==> config.mk <==
export PLATFORM = sky130hd
export DESIGN_NAME = imem_boot_loader
export DESIGN_NICKNAME = d
export VERILOG_FILES = /design/src/rtl/imem_boot_loader.sv
export SDC_FILE = /design/constraint.sdc
export NUM_CORES = 1
export LEC_CHECK = 0
export ABC_AREA = 1
export CORE_UTILIZATION = 52
export CTS_BUF_LIST = sky130_fd_sc_hd__clkbuf_16
export CTS_CLUSTER_DIAMETER = 100
export DETAILED_ROUTE_END_ITERATION = 12
export PLACE_DENSITY = 0.86
export SLEW_MARGIN = 15
export SYNTH_ARGS = -nofsm -noshare
export SYNTH_HDL_FRONTEND = slang
export SYNTH_SLANG_ARGS = --single-unit
==> constraint.sdc <==
create_clock -name clk -period 2.2 [get_ports clk]
set_input_delay 0.44 -clock clk [delete_from_list [all_inputs] [get_ports clk]]
set_output_delay 0.44 -clock clk [all_outputs]
set_load 0.05 [all_outputs]
==> src/rtl/imem_boot_loader.sv <==
// Boot loader: length-prefixed little-endian byte stream -> 32-bit instruction-memory writes, core held in reset until loaded.
// Optional trailing checksum byte enabled by defining IMEM_LOADER_CSUM_EN.
module imem_boot_loader #(
    parameter int unsigned DEPTH_WORDS = 256,
    parameter logic [31:0] BASE_ADDR   = 32'h0000_0000
) (
    input  logic        clk,
    input  logic        rst,
    input  logic        s_valid,
    input  logic [7:0]  s_data,
    output logic        s_ready,
    output logic        imem_we,
    output logic [31:0] imem_addr,
    output logic [31:0] imem_wdata,
    output logic        core_rst_n,
    output logic        busy,
    output logic        done,
    output logic        err
);

    localparam int unsigned KW = $clog2(DEPTH_WORDS + 1);

`ifdef IMEM_LOADER_CSUM_EN
    typedef enum logic [2:0] {S_HDR0, S_HDR1, S_DATA, S_CSUM, S_DONE, S_ERR} state_t;
    localparam state_t S_END = S_CSUM;
`else
    typedef enum logic [2:0] {S_HDR0, S_HDR1, S_DATA, S_DONE, S_ERR} state_t;
    localparam state_t S_END = S_DONE;
`endif

    state_t          r_state;
    state_t          w_state_nxt;
    logic [15:0]     r_len;
    logic [15:0]     w_len_nxt;
    logic [15:0]     w_len_hdr;
    logic [KW-1:0]   r_word_cnt;
    logic [KW-1:0]   w_word_cnt_nxt;
    logic [1:0]      r_byte_cnt;
    logic [1:0]      w_byte_cnt_nxt;
    logic [23:0]     r_word;
    logic [23:0]     w_word_nxt;
    logic            w_fire;
    logic            w_last;
    logic            w_we_nxt;
    logic            r_s_ready;
    logic            r_we;
    logic [31:0]     r_addr;
    logic [31:0]     r_wdata;
    logic            r_core_rst_n;
    logic            r_busy;
    logic            r_done;
    logic            r_err;
`ifdef IMEM_LOADER_CSUM_EN
    logic [7:0]      r_sum;
    logic [7:0]      w_sum_nxt;
`endif

    assign s_ready    = r_s_ready;
    assign imem_we    = r_we;
    assign imem_addr  = r_addr;
    assign imem_wdata = r_wdata;
    assign core_rst_n = r_core_rst_n;
    assign busy       = r_busy;
    assign done       = r_done;
    assign err        = r_err;

    // State register
    always_ff @(posedge clk) begin
        if (!rst) begin
            r_state <= S_HDR0;
        end else begin
            r_state <= w_state_nxt;
        end
    end

    // Next-state, byte assembly and write-strobe decode
    always_comb begin
        w_state_nxt    = r_state;
        w_len_nxt      = r_len;
        w_word_cnt_nxt = r_word_cnt;
        w_byte_cnt_nxt = r_byte_cnt;
        w_word_nxt     = r_word;
        w_we_nxt       = 1'b0;
        w_fire         = s_valid && r_s_ready;
        w_len_hdr      = {s_data, r_len[7:0]};
        w_last         = (16'(r_word_cnt) == (r_len - 16'd1));
`ifdef IMEM_LOADER_CSUM_EN
        w_sum_nxt      = r_sum;
`endif
        case (r_state)
            S_HDR0: begin
                if (w_fire) begin
                    w_len_nxt   = {8'h00, s_data};
                    w_state_nxt = S_HDR1;
                end
            end
            S_HDR1: begin
                if (w_fire) begin
                    w_len_nxt = w_len_hdr;
                    if (32'(w_len_hdr) > DEPTH_WORDS) begin
                        w_state_nxt = S_ERR;
                    end else if (w_len_hdr == 16'd0) begin
                        w_state_nxt = S_END;
                    end else begin
                        w_state_nxt = S_DATA;
                    end
                end
            end
            S_DATA: begin
                if (w_fire) begin
`ifdef IMEM_LOADER_CSUM_EN
                    w_sum_nxt = r_sum + s_data;
`endif
                    w_byte_cnt_nxt = r_byte_cnt + 2'd1;
                    case (r_byte_cnt)
                        2'd0:    w_word_nxt[7:0]   = s_data;
                        2'd1:    w_word_nxt[15:8]  = s_data;
                        2'd2:    w_word_nxt[23:16] = s_data;
                        default: begin
                            w_we_nxt       = 1'b1;
                            w_word_cnt_nxt = r_word_cnt + KW'(1);
                            if (w_last) begin
                                w_state_nxt = S_END;
                            end
                        end
                    endcase
                end
            end
`ifdef IMEM_LOADER_CSUM_EN
            S_CSUM: begin
                if (w_fire) begin
                    if ((r_sum + s_data) == 8'h00) begin
                        w_state_nxt = S_DONE;
                    end else begin
                        w_state_nxt = S_ERR;
                    end
                end
            end
`endif
            default: ;
        endcase
    end

    // Datapath and registered outputs; core release trails done by one cycle
    always_ff @(posedge clk) begin
        if (!rst) begin
            r_len        <= 16'd0;
            r_word_cnt   <= '0;
            r_byte_cnt   <= 2'd0;
            r_word       <= 24'd0;
            r_s_ready    <= 1'b0;
            r_we         <= 1'b0;
            r_addr       <= BASE_ADDR;
            r_wdata      <= 32'd0;
            r_core_rst_n <= 1'b0;
            r_busy       <= 1'b0;
            r_done       <= 1'b0;
            r_err        <= 1'b0;
`ifdef IMEM_LOADER_CSUM_EN
            r_sum        <= 8'h00;
`endif
        end else begin
            r_len        <= w_len_nxt;
            r_word_cnt   <= w_word_cnt_nxt;
            r_byte_cnt   <= w_byte_cnt_nxt;
            r_word       <= w_word_nxt;
            r_s_ready    <= (w_state_nxt != S_DONE) && (w_state_nxt != S_ERR);
            r_busy       <= (w_state_nxt != S_HDR0) && (w_state_nxt != S_DONE) && (w_state_nxt != S_ERR);
            r_done       <= (w_state_nxt == S_DONE);
            r_err        <= (w_state_nxt == S_ERR);
            r_core_rst_n <= r_done;
            r_we         <= w_we_nxt;
`ifdef IMEM_LOADER_CSUM_EN
            r_sum        <= w_sum_nxt;
`endif
            if (w_we_nxt) begin
                r_addr  <= BASE_ADDR + 32'({r_word_cnt, 2'b00});
                r_wdata <= {s_data, r_word};
            end
        end
    end

endmodule

### Word level (Yosys, flattened, before mapping)

Cells that the tools add are included.

| storage, ports and cells | value |
|---|---|
| output and inout bits | 70 |
| bits in latches | 0 |
| memories | 0 |
| ROM bits | 0 |
| word-level logic and storage cells | 64 |
| flip-flop bits (word level) | 101 |
| input port bits | 11 |
| memory bits (writable) | 0 |

| cells by class | value |
|---|---|
| eq/ne operators | 11 |
| shifts and indexed selects | 0 |
| reductions and logical operators | 17 |
| multipliers | 0 |
| $lt $le $gt $ge | 1 |
| $add $sub $neg | 3 |
| bitwise logic cells | 2 |
| divide/modulo/power cells | 0 |
| muxes and demuxes | 14 |

Operator list:

| kind | count |
|---|---|
| 16-bit 2-to-1 mux | 2 |
| 16-bit case mux with 2 select lines | 1 |
| 3-bit 2-to-1 mux | 6 |
| 3-bit AND reduction | 6 |
| 9-bit by 16-bit == test with 1-bit output | 1 |
| 16-bit by 9-bit greater-than comparator with 1-bit output, second input constant | 1 |
| 16-bit logical NOT | 1 |
| 16-bit by 1-bit subtractor with 16-bit output, second input constant | 1 |
| 9-bit by 1-bit adder with 9-bit output, second input constant | 1 |
| 3-bit case mux with 3 select lines | 1 |
| 3-bit by 2-bit == test with 1-bit output, second input constant | 2 |
| 1-bit logical AND | 4 |
| 1-bit 2-to-1 mux | 4 |
| 2-bit inequality test, second input constant | 2 |
| 3-bit by 1-bit == test with 1-bit output, second input constant | 1 |
| 3-bit == test, second input constant | 1 |
| 3-bit logical NOT | 1 |
| 3-bit by 2-bit inequality test with 1-bit output, second input constant | 1 |
| 3-bit inequality test, second input constant | 1 |
| 3-bit nonzero test | 1 |
| 3-bit OR reduction | 1 |
| 2-bit by 1-bit adder with 2-bit output, second input constant | 1 |
| 2-bit by 1-bit == test with 1-bit output, second input constant | 1 |
| 2-bit == test, second input constant | 1 |
| 4 further kinds | 5 |

### Longest topological paths before layout

| depth | value |
|---|---|
| word-level depth | 9 |
| gate-level depth with buffers | 15 |
| depth with buffers taken out | 15 |

### Least setup slack after synthesis

Ideal clock, no wire load.

| timing path | value |
|---|---|
| kind | flip-flop to flip-flop |
| start | register r_s_ready, in the netlist s_ready |
| end | register r_s_ready, in the netlist s_ready |
| data required time | 2.088 ns |
| slack | 0.417 ns |
| setup time | 0.112 ns |
| arrival time | 1.671 ns |
| buffers on the path | 0 |
| stages on the path, launching flop included | 12 |
| clock period less this slack | 1.783 ns |
| path through | dfxtp_1 > nand2_1 > nor2_1 > inv_1 > nor2_4 > inv_2 > nor2_1 > nor2_1 > nand3_2 > nand2_2 > nand2_2 > nor2_1 |

| on the way | value |
|---|---|
| cells in the longest elaborated chain, start to end | 5 |
| elaborated cells between the ends (all ways) | 8 |
| those cells by class | eq/ne: 2; mux: 4; reduce/logical: 2 |

RTL lines:

| item | line | RTL |
|---|---|---|
| start, declared | 45 | `logic r_s_ready;` |
| start signal, assigned | 167 | `r_s_ready <= (w_state_nxt != S_DONE) && (w_state_nxt != S_ERR);` |
| 1-bit logical AND * | 84 | `w_fire = s_valid && r_s_ready;` |
| 3-bit 2-to-1 mux (on tied branches) | 110, 92, 98 |  |
| 3-bit case mux with 3 select lines * | 90 | `case (r_state)` |
| 3-bit by 2-bit inequality test with 1-bit output / 3-bit inequality test (equally long branches) | 167 |  |
| 1-bit logical AND * | 167 |  |

Every way passes the cells marked *; elsewhere a longest branch is shown, timed or not.
A chain may end at the register's enable or synchronous reset.

### Final worst setup path

| timing path | value |
|---|---|
| start | register r_len[0] |
| end | register r_busy, in the netlist busy |

| on the way | value |
|---|---|
| cells in the longest elaborated chain, start to end | 9 |
| elaborated cells between the ends (all ways) | 16 |
| those cells by class | add/sub: 1; order compare: 1; eq/ne: 3; mux: 7; reduce/logical: 4 |

RTL lines:

| item | line | RTL |
|---|---|---|
| start, declared | 33 | `logic [15:0] r_len;` |
| start signal, assigned | 163 | `r_len <= w_len_nxt;` |
| 16-bit by 1-bit subtractor with 16-bit output | 86 | `w_last = (16'(r_word_cnt) == (r_len - 16'd1));` |
| 9-bit by 16-bit == test with 1-bit output | 86 |  |
| 3-bit 2-to-1 mux | 122 | `if (w_last) begin` |
| 3-bit 2-to-1 mux | 115 | `case (r_byte_cnt)` |
| 3-bit 2-to-1 mux | 110 | `if (w_fire) begin` |
| 3-bit case mux with 3 select lines * | 90 |  |
| 3-bit by 2-bit inequality test with 1-bit output / 3-bit nonzero test (equally long branches) | 168 | `r_busy <= (w_state_nxt != S_HDR0) && (w_state_nxt != S_DONE) && (w_state_nxt != S_ERR);` |
| 1-bit logical AND | 168 |  |
| 1-bit logical AND * | 168 |  |
| end signal, assigned | 168 |  |
| end, declared | 50 | `logic r_busy;` |

Marked as above.

==> impl_metrics.json <==
{
  "status": "finished clean",
  "cts_buffer_depth": 2,
  "cts_sinks": 101,
  "syn-instance-count": 597,
  "period_minus_slack_ps": 1990,
  "nets": 668,
  "stdcell_area_sq_um": 5330,
  "hpwl_mm": 7.35,
  "gr-usage-all-layers_pct": 26.6,
  "synth_top_area_share_pct": 45.7,
  "htreeDepth": 3,
  "cap_violations": 0,
  "grt_pass1_wl_mm": 18.3,
  "end_kind": "flip-flop",
  "ys_seq_area_share_pct": 45.7,
  "setup_viol": 0,
  "netlist_area_sq_um": 4430,
  "dp.cells": 745,
  "drc": 0,
  "grt_pass1_vias": 3905,
  "n_antenna_cell": 0,
  "die_x_microns": 94.3,
  "ys.flop_type": "dfxtp_1",
  "syn_area_per_cell_sq_um": 7.41,
  "die_h_microns": 94.3,
  "nFillCells": 653,
  "fin_skew_ps": 12.4,
  "drt_iter0_markers": 297,
  "synth.most_common_cell": "nor2_1",
  "ir_drop_uv": 343,
  "clock-root-buffer": "clkbuf_16",
  "avgRoutedWirePerCell_microns": 14.7,
  "wirelength_mm": 11.2,
  "cts_hold_buf": 0,
  "core_area_sq_um": 8220,
  "clkSlewWorstSetupHoldPaths_ps": 70,
  "worstPathMaxFanout": 5,
  "grt_max_degree": 65,
  "power.density_nw_per_um2": 748,
  "power_leakage_nw": 2.32,
  "grt_remaining_overflow": 0,
  "reg2reg_slack_ps": 210,
  "hp-class": "in -> reg",
  "vias_per_cell": 5.37,
  "cp.arrival_ps": 2250,
  "max_slew_margin_pct": 65.4,
  "final.setup.tns_ps": 0,
  "drtAntennaViolNets": 0,
  "final_cells": 761,
  "rsz0062_at_grt": "false",
  "dr.pass1.iters": 5,
  "critical_path_class": "reg -> reg",
  "io_buffer_count": 57,
  "yosysWarnings": 0,
  "placed_cell_area_sq_um": 5010,
  "crit_path_start_kind": "flip-flop",
  "finalPower_mw": 3.99,
  "cts_buffers": 9,
  "final_max_slew_viol_count": 0,
  "async_reset_ff_share_pct": 0,
  "gp_congestion": 0.896,
  "multiInputGateArea_sq_um": 2020,
  "ys_types": 33,
  "period_share_pct": 90.7,
  "via_count": 4088,
  "syn2layout_area_growth_pct": 20.5,
  "ys_top_cells_by_count": "nor2_1 (106), dfxtp_1 (101), nand2_1 (78)",
  "regArea_sq_um": 2020,
  "layout-drive-gt1-share_pct": 8.99,
  "fmax_mhz": 501,
  "synth_edf_count": 0,
  "die_area_sq_um": 8890,
  "synth-seq-cells": 101,
  "cts_tree": "done",
  "antenna_found_initial": 0,
  "synth.area.top_cells": "dfxtp_1 (46%), nor2_1 (9.0%), o21ai_0 (7.8%)",
  "hold_viol": 0,
  "worstMarginPinSlew_ps": 517,
  "clk-insertion-delay-late_ps": 360,
  "synth_top_cell_by_area": "dfxtp_1",
  "required_ps": 2450,
  "std_cell_rows": 33,
  "io_pins": 81,
  "initial_utilization_pct": 53.9
}
[power breakdown]
group	internal (mW)	total, mW	switching, mW
combinational	0.139	0.481	0.342
sequential	1.85	1.87	0.0247
clock	0.817	1.64	0.819
[logic make-up (layout without fill, tap and decap cells)]
logic type / after synthesis / count (layout) / share of synthesized area, %
xor gates and xnor gates: 7 / 7 / 1.38
AOI/OAI and AO/OA: 131 / 131 / 15.0
DFF: 101 / 101 / 45.7
and+or+nand+nor: 253 / 253 / 25.5
adders and majority gates: 6 / 6 / 1.70
buffers and inverters: 98 / 135 / 10.6
other: 1 / 23 / 0.0847
[placed cells by master (no fill, tap or decap), drive strengths merged]
master and count:
inv 51, dfxtp 101, nand2 82, o21ai 73, xor2 1, conb 23, a31oi 1, nand3b 3
clkdlybuf4s50 56, nand3 36, xnor2 6, nor3b 2, nor3 10, nand4 3, clkinv 6, a21oi 56
buf 13, a211oi 1, nor4 1, clkbuf 9, nor2 116, ha 6
[state kept, by name (all words and copies together) (netlist names)]
name        flops
r_byte_cnt      2
s_ready         1
r_word         24
imem_we         1
imem_addr       9
err             1
done            1
imem_wdata     32
r_state         3
r_len          16
core_rst_n      1
r_word_cnt      9
busy            1
[repair_timing]
action / CTS / global route
setup buffers: 0 / 0
setup endpoints to repair: 0 / 2
resized for setup: 0 / 1
[area by class of cell]
| cell class | count | area share (%) |
|---|---|---|
| Clock buffer | 9 | 4.22 |
| Clock inverter | 7 | 1.71 |
| Inverter | 50 | 3.52 |
| Multi-Input combinational cell | 420 | 37.9 |
| Sequential cell | 101 | 37.9 |
| Tap cell | 105 | 2.46 |
| Timing Repair Buffer | 69 | 12.3 |
[worst paths after layout]
check / end / cells after the start / start
max reg2reg: busy / 15 / r_len[0]
min: r_word_cnt[6] / 3 / rst
min reg2reg: core_rst_n / 2 / done
max: busy / 15 / r_len[0]
[routing by layer]
| layer | wire length [microns] | up-vias | track usage [%] | share of wire, % |
|---|---|---|---|---|
| li1 | - | 1986 | - | - |
| met1 | 4760 | 1874 | 34.5 | 42 |
| met2 | 5280 | 194 | 42.0 | 47 |
| met3 | 806 | 34 | 4.21 | 7.2 |
| met4 | 369 | 0 | 14.5 | 3.3 |
| met5 | 0 | - | 0 | 0 |
[stage by stage]
step | worst slack (ps) | hold WS (ps) | util [%]
final | 205 | 390 | 64.9
after CTS | 153 | 397 | 64.9
after floorplan | 417 | 450 | -
after detailed placement | 61.8 | 434 | 61.0
after global placement | 75.1 | 430 | 61.0
after global routing | 43.7 | 416 | 64.9
[critical path: stages, from the launching register on]
cell     delay, ps
dfxtp_1        330
inv_1          140
ha_2           270
inv_1           80
nand2_1        100
nand2_1         70
nand2_1         60
nand3_1         70
nor2_1         150
nand2_1         80
nor2_1         110
nand3_2        140
nand3_2        110
nand2_2         70
nand2_2         60
nor2_1          50
(Power assumes the default switching activity.)
